[config.mk]
export PLATFORM = sky130hd
export DESIGN_NAME = mul_seq_hs_flat
export DESIGN_NICKNAME = d
export VERILOG_FILES = /design/src/rtl/mul_seq_hs_if.sv /design/src/rtl/mul_seq_hs.sv /design/src/flat_wrapper.sv
export SDC_FILE = /design/constraint.sdc
export NUM_CORES = 1
export LEC_CHECK = 0
export BUFFER_PORTS_ARGS = -buffer_cell sky130_fd_sc_hd__buf_2
export CAP_MARGIN = 25
export CORE_UTILIZATION = 40
export CTS_BUF_LIST = sky130_fd_sc_hd__clkbuf_4 sky130_fd_sc_hd__clkbuf_8 sky130_fd_sc_hd__clkbuf_16
export DETAILED_ROUTE_END_ITERATION = 12
export PLACE_DENSITY_LB_ADDON = 0.15
export REMOVE_ABC_BUFFERS = 1
export SYNTH_ARGS = -nofsm -noshare
export SYNTH_HDL_FRONTEND = slang
export SYNTH_SLANG_ARGS = --single-unit
[constraint.sdc]
create_clock -name clk -period 5.55 [get_ports clk]
set_clock_uncertainty 0.05 [all_clocks]
set_input_delay 0.2775 -clock clk [delete_from_list [all_inputs] [get_ports clk]]
set_output_delay 0.2775 -clock clk [all_outputs]
set_load 0.02 [all_outputs]
[src/rtl/mul_seq_hs_if.sv]
`default_nettype none
// ============================================================================
//  Module   : mul_seq_hs_if
//  Purpose  : valid/ready operand and product bundle for mul_seq_hs
//  Revision : 1.0  initial release
// ============================================================================
interface mul_seq_hs_if #(
    parameter int WIDTH = 16
) ();
    logic                 in_valid;
    logic                 in_ready;
    logic [WIDTH-1:0]     in_a;
    logic [WIDTH-1:0]     in_b;
    logic                 in_signed;
    logic                 out_valid;
    logic                 out_ready;
    logic [2*WIDTH-1:0]   out_p;
    logic                 busy;

    modport master (
        output in_valid, in_a, in_b, in_signed, out_ready,
        input  in_ready, out_valid, out_p, busy
    );

    modport slave (
        input  in_valid, in_a, in_b, in_signed, out_ready,
        output in_ready, out_valid, out_p, busy
    );
endinterface
`default_nettype wire

[src/rtl/mul_seq_hs.sv]
`default_nettype none
// ============================================================================
//  Module   : mul_seq_hs
//  Purpose  : sequential WIDTH x WIDTH multiplier, DIGIT bits of B per cycle
//  Revision : 1.0  initial release
// ============================================================================
module mul_seq_hs #(
    parameter int WIDTH = 16,
    parameter int DIGIT = 4
) (
    input  wire logic   clk,
    input  wire logic   rst,
    mul_seq_hs_if.slave hs
);
    localparam int c_n    = WIDTH / DIGIT;
    localparam int c_cw   = (c_n > 1) ? $clog2(c_n) : 1;
    localparam logic [c_cw-1:0] c_last = c_cw'(c_n - 1);

    localparam logic [1:0] c_st_idle = 2'd0;
    localparam logic [1:0] c_st_calc = 2'd1;
    localparam logic [1:0] c_st_done = 2'd2;

    generate
        if ((WIDTH % DIGIT) != 0) begin : g_bad_digit
            $error("mul_seq_hs: WIDTH must be a multiple of DIGIT");
        end
    endgenerate

    logic [1:0]           r_state;
    logic [2*WIDTH-1:0]   r_a_sh;
    logic [WIDTH-1:0]     r_b_sh;
    logic                 r_neg;
    logic [2*WIDTH-1:0]   r_acc;
    logic [c_cw-1:0]      r_count;
    logic [2*WIDTH-1:0]   r_p;

    logic [WIDTH-1:0]     w_a_mag;
    logic [WIDTH-1:0]     w_b_mag;
    logic [DIGIT-1:0]     w_slice;
    logic [2*WIDTH-1:0]   w_pp;
    logic [2*WIDTH-1:0]   w_sum;

    // Negating -2^(WIDTH-1) wraps back to itself, which read unsigned is the correct magnitude.
    assign w_a_mag = (hs.in_signed && hs.in_a[WIDTH-1]) ? -hs.in_a : hs.in_a;
    assign w_b_mag = (hs.in_signed && hs.in_b[WIDTH-1]) ? -hs.in_b : hs.in_b;

    // A is pre-shifted and B post-shifted so each partial product needs no variable shifter.
    assign w_slice = r_b_sh[DIGIT-1:0];
    assign w_pp    = r_a_sh * {{(2*WIDTH-DIGIT){1'b0}}, w_slice};
    assign w_sum   = r_acc + w_pp;

    always_ff @(posedge clk) begin
        if (rst) begin
            r_state <= c_st_idle;
            r_a_sh  <= '0;
            r_b_sh  <= '0;
            r_neg   <= 1'b0;
            r_acc   <= '0;
            r_count <= '0;
            r_p     <= '0;
        end else begin
            case (r_state)
                c_st_idle: begin
                    if (hs.in_valid) begin
                        r_a_sh  <= {{WIDTH{1'b0}}, w_a_mag};
                        r_b_sh  <= w_b_mag;
                        r_neg   <= hs.in_signed & (hs.in_a[WIDTH-1] ^ hs.in_b[WIDTH-1]);
                        r_acc   <= '0;
                        r_count <= '0;
                        r_state <= c_st_calc;
                    end
                end
                c_st_calc: begin
                    r_acc   <= w_sum;
                    r_a_sh  <= r_a_sh << DIGIT;
                    r_b_sh  <= r_b_sh >> DIGIT;
                    r_count <= r_count + c_cw'(1);
                    if (r_count == c_last) begin
                        r_p     <= r_neg ? -w_sum : w_sum;
                        r_state <= c_st_done;
                    end
                end
                c_st_done: begin
                    if (hs.out_ready) begin
                        r_state <= c_st_idle;
                    end
                end
                default: r_state <= c_st_idle;
            endcase
        end
    end

    assign hs.in_ready  = (r_state == c_st_idle);
    assign hs.out_valid = (r_state == c_st_done);
    assign hs.busy      = (r_state != c_st_idle);
    assign hs.out_p     = r_p;
endmodule
`default_nettype wire

[src/flat_wrapper.sv]
// flat-port wrapper written by rule: the top's interface ports become plain ports
module mul_seq_hs_flat 
#(
    parameter int WIDTH = 16,
    parameter int DIGIT = 4
)
  (clk, rst, hs_in_valid, hs_in_a, hs_in_b, hs_in_signed, hs_out_ready, hs_in_ready, hs_out_valid, hs_out_p, hs_busy);
  mul_seq_hs_if #(.WIDTH(WIDTH)) hs_i ();
  input  wire logic clk;
  input  wire logic rst;
  input wire logic [$bits(hs_i.in_valid)-1:0] hs_in_valid;
  input wire logic [$bits(hs_i.in_a)-1:0] hs_in_a;
  input wire logic [$bits(hs_i.in_b)-1:0] hs_in_b;
  input wire logic [$bits(hs_i.in_signed)-1:0] hs_in_signed;
  input wire logic [$bits(hs_i.out_ready)-1:0] hs_out_ready;
  output wire logic [$bits(hs_i.in_ready)-1:0] hs_in_ready;
  output wire logic [$bits(hs_i.out_valid)-1:0] hs_out_valid;
  output wire logic [$bits(hs_i.out_p)-1:0] hs_out_p;
  output wire logic [$bits(hs_i.busy)-1:0] hs_busy;
  assign hs_i.in_valid = hs_in_valid;
  assign hs_i.in_a = hs_in_a;
  assign hs_i.in_b = hs_in_b;
  assign hs_i.in_signed = hs_in_signed;
  assign hs_i.out_ready = hs_out_ready;
  assign hs_in_ready = hs_i.in_ready;
  assign hs_out_valid = hs_i.out_valid;
  assign hs_out_p = hs_i.out_p;
  assign hs_busy = hs_i.busy;
  mul_seq_hs #(.WIDTH(WIDTH), .DIGIT(DIGIT)) u_core (.clk(clk), .rst(rst), .hs(hs_i));
endmodule
Word level (Yosys, flattened, before mapping)
Index checks and enable logic that the tools add are counted.
{ "classes": {"add_sub_neg": 5, "n_mul": 1, "eq_ne": 6, "n_mux": 15, "n_bitwise": 2, "reduce_logical": 9} }
{ "ops": {"columns": ["cell", "n"], "rows": [
  ["$pmux W32 S2", 2],
  ["$mux W32", 3],
  ["$mux W16", 3],
  ["$add A32 B32 Y32", 1],
  ["$mul A32 B4 Y32", 1],
  ["$neg A16 Y16", 2],
  ["$neg A32 Y32", 1],
  ["$pmux W16 S2", 1],
  ["$mux W2", 4],
  ["$pmux W2 S3", 1],
  ["$reduce_and A2 Y1", 3],
  ["$eq A2 B2 Y1 const B", 2],
  ["$ne A2 B2 Y1 const B", 2],
  ["$pmux W2 S2", 1],
  ["$reduce_bool A2 Y1", 2],
  ["$reduce_and A3 Y1", 1],
  ["$add A2 B1 Y2 const B", 1],
  ["$eq A2 B1 Y1 const B", 1],
  ["$logic_and A1 B1 Y1", 2],
  ["$logic_not A2 Y1", 1],
  ["$ne A2 B1 Y1 const B", 1],
  ["$and A1 B1 Y1", 1],
  ["$xor A1 B1 Y1", 1]
]} }
{ "totals": {"reg_bits": 117, "in_bits": 37, "out_inout_bits": 35, "word_cells": 45} }

Depth between registers and ports, before layout
Gate-level depths: netlist (run 1).
{ "logic_depth": {"depth_word": 4, "ltp_mapped": 20, "depth_no_buf": 18} }

Worst setup path before layout (run 1)
Ideal clock, no wire load.
{ "synth_timing": {"kind": "register -> register", "startpoint": "register u_core.r_b_sh[3]", "endpoint": "register u_core.r_p[26], in the netlist u_core.hs.out_p[26]", "setup_time_ps": 86, "t_arrival_ps": 5159, "required_time_ps": 5414, "slack_ps": 255, "stages_incl_launch_ff": 21, "path_buffers": 3, "synth_period_minus_slack_ps": 5295, "cell_sequence": "dfxtp_1 clkbuf_1 clkbuf_1 and2_1 fa_1 fa_1 inv_1 fa_1 inv_1 ha_1 clkbuf_1 nand4_1 nor3_1 or4_4 or3_1 a2111oi_0 nor4b_2 nand3_1 o31ai_2 xor2_1 a211oi_1"} }
{ "synth_via": {"elab_chain_len": 4} }
{ "synth_lines": {"columns": ["item", "line_no", "source"], "rows": [
  ["start: declaration", "mul_seq_hs.sv:31", "logic [WIDTH-1:0] r_b_sh;"],
  ["start signal: assignment", "mul_seq_hs.sv:66", "r_b_sh <= w_b_mag;"],
  ["start signal: assignment", "mul_seq_hs.sv:76", "r_b_sh <= r_b_sh >> DIGIT;"],
  ["$mul A32 B4 Y32 (*)", "mul_seq_hs.sv:49", "assign w_pp = r_a_sh * {{(2*WIDTH-DIGIT){1'b0}}, w_slice};"],
  ["$add A32 B32 Y32 (*)", "mul_seq_hs.sv:50", "assign w_sum = r_acc + w_pp;"],
  ["$neg A32 Y32", "mul_seq_hs.sv:79", "r_p <= r_neg ? -w_sum : w_sum;"],
  ["$mux W32 (*)", "mul_seq_hs.sv:79", null],
  ["end signal: assignment", "mul_seq_hs.sv:79", null],
  ["end: declaration", "mul_seq_hs.sv:35", "logic [2*WIDTH-1:0] r_p;"]
]} }
Mark *: on every way between the ends. The rest lies on a longest branch, timed or not.
A chain may end at the register's enable or synchronous reset.

Final worst setup path (run 1)
{ "layout_timing": {"startpoint": "register u_core.r_b_sh[3]", "endpoint": "register u_core.r_p[29], in the netlist u_core.hs.out_p[29]"} }
The elaborated chain is that of the path after synthesis.

==> flow_summary.toml, run 1 <==
[drt]
ant_nets = 0
drtIter0Drc = 580
via_count = 8922
routedWlPerCell_um = 15.2
route.detailed.drc = 0
wl_um = 26600
viasPerCell = 5.12
first_pass_iters = 5

[yosys]
synthDistinctLibCells = 69
synth_edf_count = 0
synthSimpleGateAreaFrac_pct = 22.8
avgSynthCellArea_um2 = 7.91
synth.ff_latch_count = 117
synth_xor_area_share_pct = 7.11
syn_inst = 1325
synth.area.mux_share_pct = 0.203
synth_area_um2 = 10500
synth_ff_type = "dfxtp_1"
synthAdderAreaFrac_pct = 21.1
ys_seq_area_share_pct = 22.4
ys_warn_count = 0
synth_compound_area_share_pct = 18.0
synth_top_family_by_area = "simple AND/OR/NAND/NOR gates"
synthArstFlopShare_pct = 0

[global_route]
grt_use_total_pct = 20.5
grt_pass1_wl_um = 44200
grt_max_degree = 61
gr-total-overflow = 0
grt_pass1_vias = 8499
antenna_found_initial = 0

[status]
status = "complete, no violations"

[cells_and_area]
antenna_cells = 0
final_cell_mix = "158 x inv_1, 126 x nand2_1, 114 x and2_1"
final_common_cell = "inv_1"
drive_above_1_share_pct = 14.6
final_cells = 1743
nets = 1562
area_growth_pct = 15.8
fin_area_um2 = 12100

[job]
drv_cap = 0

[floorplanning]
dieArea_um2 = 26800
die_h_um = 164
io_pins = 72
num_rows = 58
die_w_um = 164
core_area_um2 = 25500
initial_core_util_pct = 41.1

[power_and_ir_drop]
seqPwrFrac_pct = 35.8
powerDensity_nw_per_um2 = 207
ir_drop_uv = 188
p_int_w = 0.00174
finalPower_w = 0.00251
cellLeakagePower_nw = 5.35
sw_frac_of_total_pct = 30.6
p_sw_w = 0.000768
p_comb_share_pct = 19.8
clkPwrFrac_pct = 44.3

[critical_path]
arrival_ps = 5580
cp-startpoint = "u_core.r_b_sh[3]$_SDFFE_PP0P_"
reg2reg_from = "u_core.r_b_sh[3]$_SDFFE_PP0P_"
endpoint = "u_core.hs.out_p[29]$_SDFFE_PP0P_"
end_kind = "flop"
cp-start-kind = "flop"
cp_max_fo = 13
critPathRequiredTime_ps = 5830
worst-r2r-setup-slack_ps = 250
regToRegEndpoint = "u_core.hs.out_p[29]$_SDFFE_PP0P_"
rr_worst_depth = 16
crit_type = "flop to flop"

[sta]
drv_slew = 0
max_slew_margin_pct = 50.6
min_period_ps = 5300
tightestPinTransition_ps = 741
layout_setup_ws_ps = 252
maxClockFrequency_ghz = 0.189
finalSetupViolations = 0
final.period_utilization_pct = 95.5
rsz0062_at_grt = "true"
finalHoldViolCount = 0

[clocking]
clk_path_buf_depth = 2
cts_buffers = 17
htreeDepth = 4
cts-root-buf = "clkbuf_16"
clock-sinks = 117
tritoncts = "done"
cts_hold_buffers = 0
path_clk_slew_ps = 60
clkLatencyLatePin_ps = 420

[place]
placed_cell_area_um2 = 11500
port_buffers = 71
dp_cells = 1710
finalWeightedCongestion = 0.909
dp_slack_ps = -1.83
dp_hpwl_um = 19700

[worst_hold_path]
hp-class = "primary input to flop"
[cells by family (layout without fill, tap and decap cells)]
logic type | after synthesis | in the layout
AND/OR/NAND/NOR | 473 | 473
adder cells (fa/ha/maj) | 125 | 125
AO/OA/AOI/OAI | 291 | 291
multiplexers | 2 | 2
XOR/XNOR | 85 | 85
flip-flops | 117 | 117
buffers and inverters | 232 | 320
[Yosys cell counts (all sizes together) (3+ instances only)]
master / n / area (um2)
a211oi: 32 / 263
a21boi: 5 / 37.5
a21o: 10 / 75.1
a21oi: 114 / 582
a22oi: 34 / 255
a31oi: 13 / 81.3
and2: 115 / 719
and3: 5 / 31.3
and4: 3 / 26.3
buf: 8 / 41.3
clkbuf: 66 / 250
dfxtp: 117 / 2340
fa: 86 / 1720
ha: 39 / 488
inv: 158 / 593
nand2: 127 / 477
nand2b: 6 / 37.5
nand3: 49 / 245
nand4: 10 / 62.6
nor2: 96 / 360
nor2b: 5 / 31.3
nor3: 16 / 80.1
nor4: 12 / 93.8
o211ai: 3 / 22.5
o21a: 7 / 52.6
o21ai: 40 / 204
o31ai: 9 / 101
o41ai: 3 / 33.8
or2: 8 / 52.6
or3: 11 / 73.8
or4: 5 / 45.0
xnor2: 31 / 272
xor2: 54 / 473
[flip-flops by register name, indices dropped and copies added (netlist names)]
register / count
u_core.hs.out_p: 32
u_core.r_a_sh: 32
u_core.r_count: 2
u_core.r_acc: 32
u_core.r_neg: 1
u_core.r_state: 2
u_core.r_b_sh: 16
[metal layers]
| layer | track usage, % | share of wire (%) | wire, um | vias up |
|---|---|---|---|---|
| li1 | - | - | - | 4572 |
| met1 | 30.9 | 53 | 14200 | 4188 |
| met2 | 31.0 | 42 | 11300 | 144 |
| met3 | 2.30 | 3.3 | 875 | 18 |
| met4 | 4.97 | 0.92 | 245 | 0 |
| met5 | 0 | 0 | 0 | - |
[what timing repair did]
action | 4_1_cts | 5_1_grt
setup buffers | 0 | 1
resized for setup | 2 | 18
pin swaps | 0 | 4
setup endpoints to repair | 1 | 17
[worst min path at each step]
stage                                             to                            start  cells past startpoint
global placement     u_core.hs.out_p[2]$_SDFFE_PP0P_  u_core.hs.out_p[2]$_SDFFE_PP0P_                      2
CTS                   u_core.r_state[1]$_SDFFE_PP0P_                     hs_out_ready                      3
floorplan           u_core.hs.out_p[18]$_SDFFE_PP0P_                              rst                      1
detailed placement   u_core.hs.out_p[2]$_SDFFE_PP0P_  u_core.hs.out_p[2]$_SDFFE_PP0P_                      2
global route          u_core.r_state[1]$_SDFFE_PP0P_                     hs_out_ready                      3
finish                u_core.r_state[1]$_SDFFE_PP0P_                     hs_out_ready                      3
[power by group through the flow]
stage	clock (W)	sequential [W]	combinational, W
CTS	0.00114	0.000899	0.000494
global placement	0	0.000919	0.000481
detailed placement	0	0.000917	0.000490
finish	0.00111	0.000899	0.000497
global route	0.00117	0.000903	0.000556
floorplan	0	0.000909	0.000299
[critical path, cell delays in order (launching register included)]
cell      delay (ps)
dfxtp_2          440
nand2_1          110
fa_1             510
fa_1             530
fa_1             510
inv_1             40
ha_1             320
nor2_1            90
o31ai_4          370
a41o_1           360
and4_1           300
or2_1            170
a311oi_1         130
or4_4            610
o41ai_2          330
xor2_1           100
a211oi_1         220
[layout make-up]
| cell class | count | area (um2) |
|---|---|---|
| timing repair buffer | 130 | 846 |
| fill | 2598 | 13300 |
| tap | 330 | 413 |
| inverter | 158 | 593 |
| multi-input combinational | 976 | 7340 |
| sequential | 117 | 2350 |
| clock buffer | 20 | 454 |
| clock inverter | 12 | 131 |
[per-stage QoR]
step	TNS, ps	utilization, %	hold WS [ps]
after global placement	0	44.7	392
after detailed placement	-1.83	45.0	393
after global routing	-211	47.6	77.5
final	0	47.6	75.9
after CTS	0	47.3	59.0
after floorplan	0	-	292
Power figures use the tool's default switching activity.
==> run 2: changes to the inputs <==
CAP_MARGIN = unset   (was 25)
CORE_UTILIZATION = 35   (was 40)
==> run 2 against run 1 <==
  * Global-route usage shrank 1.8 points
  * Critical path depth grew 2
  * Largest power group unchanged
  * Final cell count grew 3.4%
  * Sequential power is essentially flat
  * Hold slack gained 12 ps
  * Combinational power grew 9.7%
  * Register-to-register slack lost 50 ps
  * Count of clock-buffer cells in the layout grew 2
==> flow_summary.toml, run 2 (synthesis gave the netlist of run 1 again) <==
[status]
status = "complete, no violations"

[drt]
ant_nets = 0
routedWlPerCell_um = 15.2
drtIter0Drc = 469
wl_um = 27300
viasPerCell = 4.94
first_pass_iters = 5
via_count = 8896
route.detailed.drc = 0

[power_and_ir_drop]
p_sw_w = 0.000785
seqPwrFrac_pct = 33.7
p_comb_share_pct = 20.4
ir_drop_uv = 224
p_int_w = 0.00188
powerDensity_nw_per_um2 = 216
cellLeakagePower_nw = 5.40
sw_frac_of_total_pct = 29.4
clkPwrFrac_pct = 45.9

[floorplanning]
initial_core_util_pct = 36.0
io_pins = 72
num_rows = 62
die_w_um = 175
die_h_um = 175
core_area_um2 = 29100
dieArea_um2 = 30600

[critical_path]
end_kind = "flop"
crit_chain = "and2_1 > fa_1 > fa_1 > inv_1 > fa_1 > inv_1 > ha_1 > a21oi_2 > a21boi_1 > or4_4 > or3_1 > and2_2 > or2_1 > or2_1 > nor4_2 > buf_4 > o21a_1 > a31oi_1"
reg2reg_from = "u_core.r_b_sh[3]$_SDFFE_PP0P_"
cp_slowest_cell = "fa_1"
worst-path-buf-inv = 3
cpPeakStageDelay_ps = 540
cp-start-kind = "flop"
crit_type = "flop to flop"
cp_max_fo = 13
worst-r2r-setup-slack_ps = 200
crit_top_cell = "fa_1"
regToRegEndpoint = "u_core.hs.out_p[31]$_SDFFE_PP0P_"
arrival_ps = 5570
cp_top_family = "simple AND/OR/NAND/NOR gates"
rr_worst_depth = 18
critPathRequiredTime_ps = 5770

[clocking]
clock-sinks = 117
cts-root-buf = "clkbuf_16"
htreeDepth = 4
clkLatencyLatePin_ps = 420
clk_path_buf_depth = 2
cts_hold_buffers = 0
path_clk_slew_ps = 60
cts_buffers = 17
tritoncts = "done"

[sta]
rsz0062_at_grt = "true"
max_slew_margin_pct = 27.0
maxClockFrequency_ghz = 0.187
drv_slew = 0
min_period_ps = 5350
final.period_utilization_pct = 96.4
tightestPinTransition_ps = 1100
hold-worst-slack_ps = 87.7
setup_tns_ps = 0
finalSetupViolations = 0
finalHoldViolCount = 0

[place]
dp_cells = 1769
finalWeightedCongestion = 0.870
dp_hpwl_um = 20100
port_buffers = 71

[cells_and_area]
antenna_cells = 0
final_cells = 1802
nets = 1568
drive_above_1_share_pct = 16.1
area_growth_pct = 17.6
final_common_cell = "inv_1"
final_cell_mix = "158 x inv_1, 125 x nand2_1, 113 x and2_1"

[global_route]
grt_pass1_wl_um = 46100
grt_use_total_pct = 18.7
antenna_found_initial = 0
gr-total-overflow = 0
grt_max_degree = 65
grt_pass1_vias = 8758

[worst_hold_path]
whs_path_depth = 3
min_from = "hs_out_ready"
hp-class = "primary input to flop"
holdPathEnd = "u_core.r_state[1]$_SDFFE_PP0P_"

[job]
drv_cap = 0
[run 2: changes by cell type in the layout (fill, tap and decap cells not counted), moves of 3 or more]
cell / delta
buf_4: +6
buf_6: +3
clkinv_4: -3
dfxtp_1: -6
dfxtp_2: +5
ha_1: -3
ha_2: +3
o21ai_0: -5
o21ai_1: +4
[run 2: what timing repair did]
action                     in CTS  in global routing
gates resized for setup         4                 47
pin swaps                       0                  8
setup endpoints to repair      10                 14
buffers inserted                0                  2
[run 2: per-layer routing]
metal | wire length (um) | global-route usage (%)
met4 | 340 | 5.58
met2 | 11300 | 27.2
met3 | 976 | 2.37
met5 | 0 | 0
met1 | 14700 | 28.5
[run 2: area by class of cell]
cell class,count,area [um2]
clock inverter,9,150
multi-input combinational,976,7400
timing repair buffer,136,857
sequential,117,2360
inverter,158,593
clock buffer,22,482
tap,384,480
fill,3053,16800
[run 2: how the worst max path moves through the flow]
stage                                             start                          endpoint  slack (ps)  cells past startpoint
final                     u_core.r_b_sh[3]$_SDFFE_PP0P_  u_core.hs.out_p[31]$_SDFFE_PP0P_         200                     18
after CTS                 u_core.r_a_sh[5]$_SDFFE_PP0P_  u_core.hs.out_p[28]$_SDFFE_PP0P_         100                     17
after floorplan           u_core.r_b_sh[2]$_SDFFE_PP0P_  u_core.hs.out_p[26]$_SDFFE_PP0P_         240                     17
after detailed placement  u_core.r_b_sh[1]$_SDFFE_PP0P_  u_core.hs.out_p[31]$_SDFFE_PP0P_         -90                     21
after global placement    u_core.r_b_sh[1]$_SDFFE_PP0P_  u_core.hs.out_p[31]$_SDFFE_PP0P_         -50                     21
after global routing      u_core.r_b_sh[3]$_SDFFE_PP0P_  u_core.hs.out_p[30]$_SDFFE_PP0P_         -70                     17
[run 2: power groups by stage]
stage          Sequential [W]  Combinational [W]  Clock (W)
2_1_floorplan        0.000909           0.000299          0
3_3_place_gp         0.000915           0.000509          0
3_5_place_dp         0.000915           0.000510          0
4_1_cts              0.000898           0.000512    0.00125
5_1_grt              0.000902           0.000608    0.00129
6_report             0.000898           0.000545    0.00122
[run 2: worst min-delay path, cell delays in order]
cell      delay, ps
buf_2            70
nand2b_1        100
a21oi_1          60
[run 2: metrics by stage]
step / cell area (um2) / worst slack, ps / utilization [%] / power, W
4_1_cts: 12100 / 98.8 / 41.8 / 0.00266
5_1_grt: 12300 / -68.5 / 42.4 / 0.00280
2_1_floorplan: 10200 / 236 / - / 0.00121
6_report: 12300 / 198 / 42.4 / 0.00267
3_5_place_dp: 11500 / -88.4 / 39.6 / 0.00142
3_3_place_gp: 11500 / -46.8 / 39.6 / 0.00142
